File: src/rtl/instruction_encode_if.sv
// Handshake bundle for instruction_encode: character stream in, operand
// fields, and the encoded-instruction valid/ready output.
interface instruction_encode_if;
    logic [7:0]  char_in;
    logic        char_valid;
    logic        char_ready;
    logic [4:0]  rd;
    logic [4:0]  rs1;
    logic [4:0]  rs2;
    logic [31:0] imm;
    logic [31:0] instr_out;
    logic        instr_valid;
    logic        instr_ready;
    logic        error;

    // Producer of characters/operands and consumer of instructions
    modport master (
        output char_in, char_valid, rd, rs1, rs2, imm, instr_ready,
        input  char_ready, instr_out, instr_valid, error
    );

    // The encoder itself
    modport slave (
        input  char_in, char_valid, rd, rs1, rs2, imm, instr_ready,
        output char_ready, instr_out, instr_valid, error
    );
endinterface

File: src/rtl/instruction_encode.sv
// instruction_encode: collects an ASCII mnemonic, samples operand fields on
// the terminator and emits the matching RV32I instruction word over a
// valid/ready handshake. Unknown, empty or over-long mnemonics yield a NOP
// with error set.
module instruction_encode #(
    parameter int          MNEM_LEN  = 5,
    parameter logic [7:0]  TERM_CHAR = 8'h0D
) (
    input  logic                 clock,
    input  logic                 reset_n,
    instruction_encode_if.slave  bus
);

    localparam int                BUF_W  = 8 * MNEM_LEN;
    localparam int                CNT_W  = $clog2(MNEM_LEN + 1);
    localparam logic [BUF_W-1:0]  SPACES = {MNEM_LEN{8'h20}};
    localparam logic [31:0]       NOP    = 32'h0000_0013;

    localparam logic [6:0] OP_R     = 7'b0110011;
    localparam logic [6:0] OP_I     = 7'b0010011;
    localparam logic [6:0] OP_LOAD  = 7'b0000011;
    localparam logic [6:0] OP_JALR  = 7'b1100111;
    localparam logic [6:0] OP_STORE = 7'b0100011;
    localparam logic [6:0] OP_BR    = 7'b1100011;
    localparam logic [6:0] OP_LUI   = 7'b0110111;
    localparam logic [6:0] OP_AUIPC = 7'b0010111;
    localparam logic [6:0] OP_JAL   = 7'b1101111;

    typedef enum logic [1:0] {COLLECT, ENCODE, HOLD} state_t;
    typedef enum logic [2:0] {FMT_R, FMT_I, FMT_SH, FMT_S, FMT_B, FMT_U, FMT_J} fmt_t;

    state_t             state_q;
    logic [CNT_W-1:0]   count_q;
    logic [BUF_W-1:0]   buf_q;
    logic               ovf_q;
    logic [4:0]         rd_q;
    logic [4:0]         rs1_q;
    logic [4:0]         rs2_q;
    logic [31:0]        imm_q;
    logic [31:0]        instr_out_q;
    logic               error_q;
    logic               valid_q;

    logic [7:0]         char_up_d;
    logic               accept_d;
    logic [39:0]        key_d;
    logic               extra_d;
    fmt_t               fmt_d;
    logic [6:0]         op_d;
    logic [2:0]         f3_d;
    logic [6:0]         f7_d;
    logic               known_d;
    logic [31:0]        word_d;
    logic               err_d;
    logic [31:0]        instr_d;

    // Longest mnemonic is 5 characters; the buffer is reduced to a 5-byte
    // key and any non-space beyond it marks the mnemonic as unknown.
    function automatic logic [40:0] key_of(input logic [BUF_W-1:0] b);
        logic [39:0] k;
        logic        extra;
        k     = {5{8'h20}};
        extra = 1'b0;
        for (int i = 0; i < MNEM_LEN; i++) begin
            if (i < 5) k[39-8*i -: 8] = b[BUF_W-1-8*i -: 8];
            else if (b[BUF_W-1-8*i -: 8] != 8'h20) extra = 1'b1;
        end
        return {extra, k};
    endfunction

    assign accept_d  = bus.char_valid && (state_q == COLLECT);
    assign char_up_d = (bus.char_in >= 8'h61 && bus.char_in <= 8'h7A) ?
                       (bus.char_in - 8'h20) : bus.char_in;
    assign {extra_d, key_d} = key_of(buf_q);

    // Mnemonic lookup: format, opcode and function fields
    always_comb begin
        fmt_d   = FMT_R;
        op_d    = 7'd0;
        f3_d    = 3'd0;
        f7_d    = 7'd0;
        known_d = 1'b1;
        case (key_d)
            "ADD  ": begin fmt_d = FMT_R;  op_d = OP_R;     f3_d = 3'd0; end
            "SUB  ": begin fmt_d = FMT_R;  op_d = OP_R;     f3_d = 3'd0; f7_d = 7'h20; end
            "SLL  ": begin fmt_d = FMT_R;  op_d = OP_R;     f3_d = 3'd1; end
            "SLT  ": begin fmt_d = FMT_R;  op_d = OP_R;     f3_d = 3'd2; end
            "SLTU ": begin fmt_d = FMT_R;  op_d = OP_R;     f3_d = 3'd3; end
            "XOR  ": begin fmt_d = FMT_R;  op_d = OP_R;     f3_d = 3'd4; end
            "SRL  ": begin fmt_d = FMT_R;  op_d = OP_R;     f3_d = 3'd5; end
            "SRA  ": begin fmt_d = FMT_R;  op_d = OP_R;     f3_d = 3'd5; f7_d = 7'h20; end
            "OR   ": begin fmt_d = FMT_R;  op_d = OP_R;     f3_d = 3'd6; end
            "AND  ": begin fmt_d = FMT_R;  op_d = OP_R;     f3_d = 3'd7; end
            "ADDI ": begin fmt_d = FMT_I;  op_d = OP_I;     f3_d = 3'd0; end
            "SLTI ": begin fmt_d = FMT_I;  op_d = OP_I;     f3_d = 3'd2; end
            "SLTIU": begin fmt_d = FMT_I;  op_d = OP_I;     f3_d = 3'd3; end
            "XORI ": begin fmt_d = FMT_I;  op_d = OP_I;     f3_d = 3'd4; end
            "ORI  ": begin fmt_d = FMT_I;  op_d = OP_I;     f3_d = 3'd6; end
            "ANDI ": begin fmt_d = FMT_I;  op_d = OP_I;     f3_d = 3'd7; end
            "SLLI ": begin fmt_d = FMT_SH; op_d = OP_I;     f3_d = 3'd1; end
            "SRLI ": begin fmt_d = FMT_SH; op_d = OP_I;     f3_d = 3'd5; end
            "SRAI ": begin fmt_d = FMT_SH; op_d = OP_I;     f3_d = 3'd5; f7_d = 7'h20; end
            "LB   ": begin fmt_d = FMT_I;  op_d = OP_LOAD;  f3_d = 3'd0; end
            "LH   ": begin fmt_d = FMT_I;  op_d = OP_LOAD;  f3_d = 3'd1; end
            "LW   ": begin fmt_d = FMT_I;  op_d = OP_LOAD;  f3_d = 3'd2; end
            "LBU  ": begin fmt_d = FMT_I;  op_d = OP_LOAD;  f3_d = 3'd4; end
            "LHU  ": begin fmt_d = FMT_I;  op_d = OP_LOAD;  f3_d = 3'd5; end
            "JALR ": begin fmt_d = FMT_I;  op_d = OP_JALR;  f3_d = 3'd0; end
            "SB   ": begin fmt_d = FMT_S;  op_d = OP_STORE; f3_d = 3'd0; end
            "SH   ": begin fmt_d = FMT_S;  op_d = OP_STORE; f3_d = 3'd1; end
            "SW   ": begin fmt_d = FMT_S;  op_d = OP_STORE; f3_d = 3'd2; end
            "BEQ  ": begin fmt_d = FMT_B;  op_d = OP_BR;    f3_d = 3'd0; end
            "BNE  ": begin fmt_d = FMT_B;  op_d = OP_BR;    f3_d = 3'd1; end
            "BLT  ": begin fmt_d = FMT_B;  op_d = OP_BR;    f3_d = 3'd4; end
            "BGE  ": begin fmt_d = FMT_B;  op_d = OP_BR;    f3_d = 3'd5; end
            "BLTU ": begin fmt_d = FMT_B;  op_d = OP_BR;    f3_d = 3'd6; end
            "BGEU ": begin fmt_d = FMT_B;  op_d = OP_BR;    f3_d = 3'd7; end
            "LUI  ": begin fmt_d = FMT_U;  op_d = OP_LUI;   end
            "AUIPC": begin fmt_d = FMT_U;  op_d = OP_AUIPC; end
            "JAL  ": begin fmt_d = FMT_J;  op_d = OP_JAL;   end
            default: known_d = 1'b0;
        endcase
    end

    // Field assembly for the selected format, NOP substitution on error
    always_comb begin
        word_d = NOP;
        case (fmt_d)
            FMT_R:   word_d = {f7_d, rs2_q, rs1_q, f3_d, rd_q, op_d};
            FMT_I:   word_d = {imm_q[11:0], rs1_q, f3_d, rd_q, op_d};
            FMT_SH:  word_d = {f7_d, imm_q[4:0], rs1_q, f3_d, rd_q, op_d};
            FMT_S:   word_d = {imm_q[11:5], rs2_q, rs1_q, f3_d, imm_q[4:0], op_d};
            FMT_B:   word_d = {imm_q[12], imm_q[10:5], rs2_q, rs1_q, f3_d,
                               imm_q[4:1], imm_q[11], op_d};
            FMT_U:   word_d = {imm_q[31:12], rd_q, op_d};
            FMT_J:   word_d = {imm_q[20], imm_q[10:1], imm_q[11], imm_q[19:12],
                               rd_q, op_d};
            default: word_d = NOP;
        endcase
        err_d   = !known_d || ovf_q || extra_d || (count_q == '0);
        instr_d = err_d ? NOP : word_d;
    end

    // Operand capture on the terminator; these are pure data and need no reset
    always_ff @(posedge clock) begin
        if (accept_d && bus.char_in == TERM_CHAR) begin
            rd_q  <= bus.rd;
            rs1_q <= bus.rs1;
            rs2_q <= bus.rs2;
            imm_q <= bus.imm;
        end
    end

    // Control FSM: collect characters, encode for one cycle, hold for handshake
    always_ff @(posedge clock or negedge reset_n) begin
        if (!reset_n) begin
            state_q     <= COLLECT;
            count_q     <= '0;
            buf_q       <= SPACES;
            ovf_q       <= 1'b0;
            instr_out_q <= '0;
            error_q     <= 1'b0;
            valid_q     <= 1'b0;
        end else begin
            case (state_q)
                COLLECT: begin
                    if (accept_d) begin
                        if (bus.char_in == TERM_CHAR) begin
                            state_q <= ENCODE;
                        end else if (int'(count_q) < MNEM_LEN) begin
                            buf_q[BUF_W-1-8*int'(count_q) -: 8] <= char_up_d;
                            count_q <= count_q + CNT_W'(1);
                        end else begin
                            ovf_q <= 1'b1;
                        end
                    end
                end
                ENCODE: begin
                    instr_out_q <= instr_d;
                    error_q     <= err_d;
                    valid_q     <= 1'b1;
                    state_q     <= HOLD;
                end
                HOLD: begin
                    if (bus.instr_ready) begin
                        valid_q <= 1'b0;
                        buf_q   <= SPACES;
                        count_q <= '0;
                        ovf_q   <= 1'b0;
                        state_q <= COLLECT;
                    end
                end
                default: state_q <= COLLECT;
            endcase
        end
    end

    assign bus.char_ready  = (state_q == COLLECT);
    assign bus.instr_out   = instr_out_q;
    assign bus.instr_valid = valid_q;
    assign bus.error       = error_q;

endmodule
File: src/flat_wrapper.sv
// flat-port wrapper written by rule: the top's interface ports become plain ports
module instruction_encode_flat 
#(
    parameter int          MNEM_LEN  = 5,
    parameter logic [7:0]  TERM_CHAR = 8'h0D
)
  (clock, reset_n, bus_char_in, bus_char_valid, bus_rd, bus_rs1, bus_rs2, bus_imm, bus_instr_ready, bus_char_ready, bus_instr_out, bus_instr_valid, bus_error);
  instruction_encode_if bus_i ();
  input  logic clock;
  input  logic reset_n;
  input wire logic [$bits(bus_i.char_in)-1:0] bus_char_in;
  input wire logic [$bits(bus_i.char_valid)-1:0] bus_char_valid;
  input wire logic [$bits(bus_i.rd)-1:0] bus_rd;
  input wire logic [$bits(bus_i.rs1)-1:0] bus_rs1;
  input wire logic [$bits(bus_i.rs2)-1:0] bus_rs2;
  input wire logic [$bits(bus_i.imm)-1:0] bus_imm;
  input wire logic [$bits(bus_i.instr_ready)-1:0] bus_instr_ready;
  output wire logic [$bits(bus_i.char_ready)-1:0] bus_char_ready;
  output wire logic [$bits(bus_i.instr_out)-1:0] bus_instr_out;
  output wire logic [$bits(bus_i.instr_valid)-1:0] bus_instr_valid;
  output wire logic [$bits(bus_i.error)-1:0] bus_error;
  assign bus_i.char_in = bus_char_in;
  assign bus_i.char_valid = bus_char_valid;
  assign bus_i.rd = bus_rd;
  assign bus_i.rs1 = bus_rs1;
  assign bus_i.rs2 = bus_rs2;
  assign bus_i.imm = bus_imm;
  assign bus_i.instr_ready = bus_instr_ready;
  assign bus_char_ready = bus_i.char_ready;
  assign bus_instr_out = bus_i.instr_out;
  assign bus_instr_valid = bus_i.instr_valid;
  assign bus_error = bus_i.error;
  instruction_encode #(.MNEM_LEN(MNEM_LEN), .TERM_CHAR(TERM_CHAR)) u_core (.clock(clock), .reset_n(reset_n), .bus(bus_i));
endmodule
File: config.mk
export PLATFORM = sky130hd
export DESIGN_NAME = instruction_encode_flat
export DESIGN_NICKNAME = d
export VERILOG_FILES = /design/src/rtl/instruction_encode_if.sv /design/src/rtl/instruction_encode.sv /design/src/flat_wrapper.sv
export SDC_FILE = /design/constraint.sdc
export NUM_CORES = 1
export LEC_CHECK = 0
export ABC_AREA = 1
export CAP_MARGIN = 20
export CORE_MARGIN = 2
export CORE_UTILIZATION = 30
export DETAILED_ROUTE_END_ITERATION = 16
export HOLD_SLACK_MARGIN = 0.06
export PLACE_DENSITY_LB_ADDON = 0.15
export SLEW_MARGIN = 0
export SYNTH_ARGS = -nofsm -noshare
export SYNTH_HDL_FRONTEND = slang
export SYNTH_SLANG_ARGS = --single-unit
File: constraint.sdc
create_clock -name clock -period 3.9 [get_ports clock]
set_input_delay 0.78 -clock clock [delete_from_list [all_inputs] [get_ports clock]]
set_output_delay 0.78 -clock clock [all_outputs]
set_load 0.02 [all_outputs]
==> qor.json <==
{
  "clocking": {
    "postCtsSetupBuffers": 0,
    "clk_latency_ps": 420,
    "cts_hold_buffers": 0,
    "ctsLongestPathBuffers": 2,
    "number_of_levels_in_the_clock_h_tree": 4,
    "path_clk_slew_ps": 70,
    "cts-root-buf": "clkbuf_16",
    "quantity_of_gates_resized_following_cts": 0,
    "numCtsBuffers": 17,
    "cts_tree": "built",
    "tritoncts_num_sinks": 126
  },
  "pwr": {
    "power_frac_seq_pct": 39.4,
    "largest_voltage_drop_on_the_vdd_net_mv": 0.243,
    "leakage_uw": 0.00407,
    "clockPowerShare_pct": 35.3,
    "net_switching_share_of_the_total_power_pct": 35.6,
    "cellPowerDensity_mw_per_mm2": 498,
    "power_switching_uw": 1580,
    "power.internal_uw": 2860,
    "power_frac_comb_pct": 25.3
  },
  "sta": {
    "hold_slack_ps": 441,
    "post-route-period-util_pct": 67.6,
    "maxClockFrequency_mhz": 379,
    "finalSetupViolCount": 0,
    "number_of_max_slew_violations_in_the_final_report": 0,
    "fin_skew_ps": 9.61,
    "tightestPinTransition_ps": 878,
    "unrepaired_setup_endpoints_after_global_routing": "false",
    "max-slew-margin-rel_pct": 41.4,
    "hold_viol_final": 0,
    "tns_ps": 0,
    "final_period_minus_worst_setup_slack_ps": 2640
  },
  "critical_path": {
    "cp_max_fo": 8,
    "crit_type": "reg2reg",
    "crit_path_start_kind": "register",
    "timing.reg2reg.worst_path_depth": 11,
    "launching_element_of_the_worst_setup_path": "u_core.buf_q[20]",
    "cp.depth": 11,
    "slowest_stage": "a21oi_1",
    "critical_path.reg2reg.startpoint": "u_core.buf_q[20]",
    "crit_path_max_incr_delay_ps": 690,
    "timing.rr.end": "u_core.bus.instr_out[31]",
    "worst_ep_arrival_time_ps": 2990,
    "worst_path_cell_trace": "nor2_1 > nand3_1 > nor3_1 > nand2_1 > a21oi_1 > nor2_1 > nand3_1 > nand3_1 > nand4_1 > nand2_1 > nand2_1",
    "reg2reg_setup_slack_ps": 1260,
    "worst_path_top_cell_family_by_delay": "simple AND/OR/NAND/NOR gates",
    "critical_path.endpoint_type": "register",
    "worst-endpoint-required_ps": 4250,
    "critical_path.n_buffers_inverters": 0
  },
  "logic_synthesis": {
    "ys_seq_area_share_pct": 48.1,
    "netlist_top_cells_area": "dfrtp_1, edfxtp_1, nand2_1",
    "cell_count_after_synthesis": 914,
    "syn_nets": 977,
    "syn-mean-instance-area_um2": 7.73,
    "yosys.area.top_type": "dfrtp_1",
    "synth.yosys.warnings": 0,
    "synth_ff_type": "dfrtp_1",
    "post_synth_instance_area_mm2": 0.00706,
    "async_reset_ff_share_pct": 62.7,
    "synth_seq_cells": 126,
    "ys_top_cells_by_count": "nand2_1, nor2_1, inv_1",
    "yosys.cell_types.count": 43,
    "synth-edff-count": 47,
    "synth.top_cell.area_share_pct": 26.2,
    "post-synth-top-count-cell": "nand2_1"
  },
  "die": {
    "design.portCount": 94,
    "die_w_um": 157,
    "placement_rows": 56,
    "core_area_mm2": 0.0233,
    "die-area_mm2": 0.0248,
    "initial_core_util_pct": 30.4,
    "die_boundary_height_um": 157
  },
  "drt": {
    "dr.pass1.iters": 5,
    "num_vias": 6298,
    "post-route-drc-count": 0,
    "detail_routed_net_length_per_standard_cell_um": 15.4,
    "totalWireLength_um": 20800,
    "drt_first_iter_violations": 543,
    "antenna_viol_nets_final": 0,
    "route.detailed.vias_per_inst": 4.66
  },
  "grt": {
    "grt_usage_pct": 17.7,
    "grt-ovfl-total": 0,
    "via_count_of_the_first_global_routing_pass": 6099,
    "grt_first_pass_wirelength_um": 33400,
    "grt_start_max_net_pins": 65,
    "grt_antenna_before_repair": 0
  },
  "finish": {
    "synthToLayoutAreaGrowth_pct": 26.3,
    "n_fill_cell": 2465,
    "drive_above_1_share_pct": 12.2,
    "insertedDiodeCount": 0,
    "net_count_of_the_finished_layout": 1082
  },
  "place": {
    "place.gp.congestion": 0.945,
    "numPortBuffers": 93,
    "detailedPlacementHpwl_um": 15800
  },
  "status": {
    "outcome": "finished clean"
  },
  "worst_hold_path": {
    "hp-class": "in2async"
  },
  "flow_run": {
    "max_cap_violations": 0
  }
}
-- routing by layer --
metal	track usage [%]	part of all wire (%)
met1	24.5	48
met2	27.6	46
met3	3.39	4.0
met4	6.32	2.2
met5	0	0
-- through the flow --
stage | setup slack [ps] | cell area (um2) | utilization [%] | power (uW) | instances
floorplan | 320 | 7060 | - | 2560 | 914
global placement | 945 | 8340 | 35.9 | 2890 | 1319
detailed placement | 937 | 8340 | 35.9 | 2890 | 1319
CTS | 1170 | 8920 | 38.3 | 4480 | 1351
global route | 1030 | 8920 | 38.3 | 4730 | 1351
finish | 1260 | 8920 | 38.3 | 4440 | 1351
-- power groups by stage --
stage / clock network (uW) / registers (uW) / logic, uW
2_1_floorplan: 0 / 1740 / 814
3_3_place_gp: 0 / 1770 / 1120
3_5_place_dp: 0 / 1770 / 1120
4_1_cts: 1600 / 1750 / 1120
5_1_grt: 1670 / 1780 / 1280
6_report: 1570 / 1750 / 1120
-- sequential cells by signal (all words and copies together) (netlist names) --
register / cells
u_core.imm_q: 32
u_core.rd_q: 5
u_core.count_q: 3
u_core.state_q: 2
u_core.rs1_q: 5
u_core.bus.instr_valid: 1
u_core.rs2_q: 5
u_core.bus.error: 1
u_core.ovf_q: 1
u_core.buf_q: 40
u_core.bus.instr_out: 31
-- cell type report --
type / count / area [um2] / share of cell area [%]
sequential: 126 / 3390 / 38.1
clock buffer: 17 / 425 / 4.77
tap: 319 / 399 / 4.48
inverter: 107 / 408 / 4.57
clock inverter: 15 / 150 / 1.68
timing repair buffer: 97 / 958 / 10.7
multi-input combinational: 670 / 3180 / 35.7
-- cell usage in the layout, fill, tap and decap left out, types with 17 or more instances in the layout --
master and instances:
nand2_1 302, nand2_2 18, clkdlybuf4s50_1 92, inv_1 89
o21ai_0 27, edfxtp_1 47, o22ai_1 32, dfrtp_1 74
nand3_1 76, nor2_2 18, nor2_1 113, clkbuf_16 17
-- cell families after synthesis --
kind of cell / count (synthesis) / synth area share, %
compound gates: 86 / 7.25
fa+ha+maj: 4 / 0.709
buf+inv: 118 / 7.00
flops: 126 / 48.1
simple gates: 580 / 37.0
-- how the worst max path moves through the flow --
stage / endpoint
2_1_floorplan: u_core.imm_q[0]
3_3_place_gp: u_core.buf_q[14]
3_5_place_dp: u_core.buf_q[14]
4_1_cts: u_core.bus.instr_out[31]
5_1_grt: u_core.bus.instr_out[31]
6_report: u_core.bus.instr_out[31]
No activity file was read; power rests on OpenSTA's default activity.
